### src/rtl/pong_pkg.sv
// Shared definitions for the pong game: screen geometry, frame-tick row,
// game-flow state encoding and text-overlay select codes.
package pong_pkg;

  localparam int MAX_X    = 640;
  localparam int MAX_Y    = 480;
  localparam int TICK_ROW = 481;

  // The state encoding lines up with the overlay codes, so text_sel tracks state
  localparam logic [1:0] ST_NEWGAME = 2'd0;
  localparam logic [1:0] ST_PLAY    = 2'd1;
  localparam logic [1:0] ST_NEWBALL = 2'd2;
  localparam logic [1:0] ST_OVER    = 2'd3;

  typedef enum logic [1:0] {
    TXT_RULES   = 2'd0,
    TXT_PLAY    = 2'd1,
    TXT_NEWBALL = 2'd2,
    TXT_OVER    = 2'd3
  } text_sel_e;

  function automatic logic is_frame_tick(input logic [9:0] x, input logic [9:0] y);
    return (y == 10'(TICK_ROW)) && (x == 10'd0);
  endfunction

endpackage

### src/rtl/pong_bcd_counter.sv
// Two-digit BCD score counter with synchronous clear and increment that
// saturates at 99.
module pong_bcd_counter
  import pong_pkg::*;
(
  input  logic       clk,
  input  logic       reset,
  input  logic       clr,
  input  logic       inc,
  output logic [3:0] d1,
  output logic [3:0] d0
);

  logic at_max;

  assign at_max = (d1 == 4'd9) && (d0 == 4'd9);

  always_ff @(posedge clk or negedge reset) begin
    if (!reset) begin
      d1 <= 4'd0;
      d0 <= 4'd0;
    end else if (clr) begin
      d1 <= 4'd0;
      d0 <= 4'd0;
    end else if (inc && !at_max) begin
      if (d0 == 4'd9) begin
        d0 <= 4'd0;
        d1 <= d1 + 4'd1;
      end else begin
        d0 <= d0 + 4'd1;
      end
    end
  end

endmodule

### src/rtl/pong_game_ctrl.sv
// Pong game-flow controller: sequences new game, play, new ball and game over,
// keeps the score and remaining balls, and freezes the graphics between rallies.
module pong_game_ctrl
  import pong_pkg::*;
#(
  parameter int BALLS        = 3,
  parameter int TIMER_FRAMES = 120
) (
  input  logic       clk,
  input  logic       reset,
  input  logic [9:0] pix_x,
  input  logic [9:0] pix_y,
  input  logic [1:0] btn1,
  input  logic [1:0] btn2,
  input  logic       hit,
  input  logic       miss,
  output logic       gra_still,
  output logic [3:0] score_d1,
  output logic [3:0] score_d0,
  output logic [1:0] ball_cnt,
  output logic [1:0] text_sel,
  output logic       game_over
);

  localparam int TW = $clog2(TIMER_FRAMES + 1);

  logic [1:0]    state, state_next;
  logic          hit_q, miss_q;
  logic          hit_ev, miss_ev;
  logic          tick, any_btn;
  logic [TW-1:0] timer;
  logic          timer_start, timer_done;
  logic          score_clr, score_inc;
  logic          ball_load, ball_dec;

  assign tick       = is_frame_tick(pix_x, pix_y);
  assign any_btn    = (|btn1) || (|btn2);
  assign hit_ev     = hit & ~hit_q;
  assign miss_ev    = miss & ~miss_q;
  assign timer_done = (timer == '0);

  always_ff @(posedge clk or negedge reset) begin
    if (!reset) begin
      hit_q  <= 1'b0;
      miss_q <= 1'b0;
    end else begin
      hit_q  <= hit;
      miss_q <= miss;
    end
  end

  always_comb begin
    state_next  = state;
    timer_start = 1'b0;
    score_clr   = 1'b0;
    score_inc   = 1'b0;
    ball_load   = 1'b0;
    ball_dec    = 1'b0;
    case (state)
      ST_NEWGAME: begin
        if (any_btn) begin
          state_next = ST_PLAY;
          score_clr  = 1'b1;
          ball_load  = 1'b1;
        end
      end
      ST_PLAY: begin
        // A miss wins over a simultaneous hit
        if (miss_ev) begin
          ball_dec    = 1'b1;
          timer_start = 1'b1;
          state_next  = (ball_cnt == 2'd1) ? ST_OVER : ST_NEWBALL;
        end else if (hit_ev) begin
          score_inc = 1'b1;
        end
      end
      ST_NEWBALL: begin
        if (timer_done && any_btn) state_next = ST_PLAY;
      end
      default: begin
        if (timer_done) state_next = ST_NEWGAME;
      end
    endcase
  end

  always_ff @(posedge clk or negedge reset) begin
    if (!reset) begin
      state    <= ST_NEWGAME;
      ball_cnt <= 2'(BALLS);
    end else begin
      state <= state_next;
      if (ball_load)     ball_cnt <= 2'(BALLS);
      else if (ball_dec) ball_cnt <= ball_cnt - 2'd1;
    end
  end

  // Frame-paced delay: counts down once per frame until it reaches zero
  always_ff @(posedge clk or negedge reset) begin
    if (!reset)                   timer <= '0;
    else if (timer_start)         timer <= TW'(TIMER_FRAMES);
    else if (tick && !timer_done) timer <= timer - TW'(1);
  end

  pong_bcd_counter u_score (
    .clk   (clk),
    .reset (reset),
    .clr   (score_clr),
    .inc   (score_inc),
    .d1    (score_d1),
    .d0    (score_d0)
  );

  always_comb begin
    case (state)
      ST_PLAY:    text_sel = TXT_PLAY;
      ST_NEWBALL: text_sel = TXT_NEWBALL;
      ST_OVER:    text_sel = TXT_OVER;
      default:    text_sel = TXT_RULES;
    endcase
  end

  assign gra_still = (state != ST_PLAY);
  assign game_over = (state == ST_OVER);

endmodule

### config.mk
export PLATFORM = sky130hd
export DESIGN_NAME = pong_game_ctrl
export DESIGN_NICKNAME = d
export VERILOG_FILES = /design/src/rtl/pong_pkg.sv /design/src/rtl/pong_bcd_counter.sv /design/src/rtl/pong_game_ctrl.sv
export SDC_FILE = /design/constraint.sdc
export NUM_CORES = 1
export LEC_CHECK = 0
export CORE_AREA = 2 2 66 81
export DETAILED_ROUTE_END_ITERATION = 10
export DIE_AREA = 0 0 68 83
export HOLD_SLACK_MARGIN = 0.03
export SYNTH_ARGS = -nofsm -noshare
export SYNTH_HDL_FRONTEND = slang
export SYNTH_HIERARCHICAL = 1
export SYNTH_SLANG_ARGS = --single-unit
### constraint.sdc
create_clock -name clk -period 2.4 [get_ports clk]
set_clock_uncertainty 0.15 [all_clocks]
set_input_delay 0.6 -clock clk [delete_from_list [all_inputs] [get_ports clk]]
set_output_delay 0.6 -clock clk [all_outputs]
set_load 0.02 [all_outputs]
==> metrics.yaml, run 1 <==
status:
  status: "finished, final reports clean"
logic_synthesis:
  postSynthAreaPerCell_um2: 9.81
  synth_top_area_share_pct: 36.2
  synth_edf_count: 0
  synth_compound_area_share_pct: 9.23
  synth-main-ff-cell: "dfrtp_1"
  yosysTopAreaCell: "dfrtp_1"
  synthSimpleGateAreaFrac_pct: 32.9
  yosys-top-cells-count: "dfrtp_1, inv_1, nor2b_1, nor4_1"
  async_flop_share_pct: 100
  yosysMostFrequentCell: "dfrtp_1"
  syn_nets: 169
  yosysSeqAreaShare_pct: 40.2
  synth.ff_latch_count: 21
  synthTopCellsByArea: "dfrtp_1, ha_1, dfstp_2"
  yosysWarnings: 6
  synth_cell_types: 41
  syn_inst: 134
  yosys.area_share.adder_pct: 6.66
  synth_xor_xnor_area_share_pct: 1.33
  synthMuxAreaShare_pct: 4.66
  synth_area_mm2: 0.00132
  synth_top_family_by_area: "simple AND/OR/NAND/NOR gates"
worst_setup_path:
  critPathTopFamily: "simple AND/OR/NAND/NOR gates"
  crit_arrival_ns: 2.36
  start_kind: "primary input"
  max_stage_delay_ns: 0.44
  end_kind: "register"
  setup.worst_path.class: "in -> reg"
  crit_buf_inv: 2
  cp_max_fo: 6
  cp.required_ns: 2.45
  cp_cell_sequence: "clkdlybuf4s50_1, nor2b_1, nor4b_1, buf_4, nand4b_2, or4_1, a21oi_1"
  slowest_stage: "or4_1"
global_routing:
  track_usage_pct: 11.0
  grt_first_pass_wirelength_um: 4940
  grt_max_degree: 22
  overflow: 0
  antenna_found_initial: 0
  grt_pass1_vias: 1121
drt:
  dr.first_iter.drc_count: 45
  wl_per_cell_um: 11.8
  routed_wl_um: 2850
  drtPass1Iterations: 4
  postRouteAntennaNets: 0
  via_per_inst: 4.78
  vias: 1157
  drc: 0
pwr:
  p_per_area_mw_per_mm2: 704
  ir_drop_mv: 0.330
  power_frac_comb_pct: 41.6
  leakagePower_nw: 0.756
  p_int_mw: 0.860
  p_clk_share_pct: 18.4
  switchingPower_mw: 0.479
  seqPwrFrac_pct: 40.0
  p_sw_share_pct: 35.8
timing:
  holdWs_ns: 0.386
  rsz0062_at_grt: "no"
  max_freq_mhz: 433
  maxSlewViolCount: 0
  timing.final.crit_share_pct: 96.3
  min_period_ns: 2.31
  worst_pin_slew_ns: 0.378
  hold_viol_final: 0
  setup_violations: 0
  slew_headroom_pct: 74.6
clock_tree:
  cts-resized-gates: 0
  root_buffer: "clkbuf_8"
  tritoncts: "built"
  cts.clk_slew.worst_paths_ns: 0.08
  clk_path_buf_depth: 2
  cts.sinks: 21
  post-cts-setup-buffers: 0
  htree_levels: 1
  clock_latency_ns: 0.27
  cts_buffers: 3
  hold_buffers: 0
placed_design:
  dpl_cell_area_mm2: 0.00185
  dp_hpwl_um: 2170
  portBuffers: 41
  gp_congestion: 0.752
cells_and_area:
  fillers: 503
  n_antenna_cell: 0
  final_area_mm2: 0.00190
  nNetsFinal: 218
  area_growth_pct: 44.6
  multi_input_area_um2: 721
  regArea_um2: 528
  layout-drive-gt1-share_pct: 13.7
die:
  row_count: 28
  initial_core_util_pct: 27.2
  die_w_um: 68
  core_mm2: 0.00483
  chipHeight_um: 83
  io_pins: 42
  design.die.area_mm2: 0.00564
min_path:
  min_path_type: "reg -> reg"
run:
  cap_violations: 0
==> metal layers <==
layer | wire length, um | up-vias | track usage [%] | part of all wire [%]
li1 | - | 586 | - | -
met4 | 53 | 0 | 5.09 | 1.9
met3 | 235 | 5 | 2.44 | 8.2
met1 | 1290 | 530 | 14.3 | 45
met5 | 0 | - | 0 | 0
met2 | 1280 | 36 | 16.9 | 45
==> stage by stage <==
step                      setup WS (ns)  utilization [%]  TNS, ns  cells  power (mW)
after floorplan                  0.0823                -        0    134       0.836
after global placement           -0.142             38.3   -0.915    238        1.10
after detailed placement         -0.190             38.3    -1.20    238        1.11
after CTS                        0.0902             39.3        0    242        1.36
after global routing            0.00228             39.3        0    242        1.45
final                            0.0882             39.3        0    242        1.34
==> path summary, 6_finish.rpt <==
kind / start / endpoint / slack [ns] / cells past startpoint
setup / recovery: miss / u_score/d1[2] / 0.09 / 7
hold / removal: ball_cnt[1] / ball_cnt[1] / 0.39 / 2
setup reg to reg: state[1] / u_score/d1[2] / 0.36 / 6
hold reg to reg: ball_cnt[1] / ball_cnt[1] / 0.39 / 2
max in group asynchronous: reset / ball_cnt[1] / 1.31 / 2
min in group asynchronous: reset / state[0] / 0.52 / 2
==> state kept, by name, summed over array words and instances, names as in the netlist <==
register and count:
ball_cnt 2, hit_q 1, miss_q 1, state 2, timer 7, u_score/d0 4
u_score/d1 4
==> layout make-up <==
class / instances / area share, %
sequential: 21 / 27.8
inverter: 10 / 2.04
timing repair buffer: 50 / 25.8
clock buffer: 3 / 2.17
tap: 60 / 3.95
multi-input combinational: 97 / 37.9
clock inverter: 1 / 0.395
==> power by group through the flow <==
stage          Clock (mW)  Combinational (mW)  Sequential [mW]
2_1_floorplan           0               0.260            0.576
4_1_cts             0.255               0.565            0.537
3_3_place_gp            0               0.557            0.542
3_5_place_dp            0               0.562            0.544
6_report            0.247               0.557            0.535
5_1_grt             0.272               0.621            0.553
==> cells by family after synthesis <==
family	count (synthesis)
compound gates	19
xor+xnor	2
fa+ha+maj	7
buf+inv	16
flops	21
mux	6
simple gates	63
==> tightest hold or removal path: stages, from the launching register on <==
cell and delay [ns]:
dfstp_2 0.37, inv_1 0.07, o211ai_1 0.09
==> cell usage in the layout (no fill, tap or decap), types with 2 or more instances in the layout <==
| master | instances |
|---|---|
| buf_4 | 8 |
| nand2_1 | 6 |
| and3b_1 | 2 |
| nor4_1 | 8 |
| nor2_1 | 7 |
| o21ai_0 | 3 |
| o31ai_1 | 4 |
| mux2i_1 | 5 |
| clkdlybuf4s50_1 | 41 |
| nand3_1 | 4 |
| or4_1 | 6 |
| nand2b_1 | 4 |
| or3_1 | 5 |
| dfstp_2 | 2 |
| a21oi_1 | 6 |
| ha_1 | 7 |
| nor4_2 | 2 |
| clkbuf_8 | 3 |
| nor2b_1 | 8 |
| dfrtp_1 | 19 |
| xnor2_1 | 2 |
| inv_1 | 9 |
Note: power is estimated with default switching activity, not from simulation.
==> inputs of run 2 (changes only) <==
SLEW_MARGIN = 20   (was not set)
==> results of run 2 <==
Final layout, timing and power as in run 1 (identical DEF).
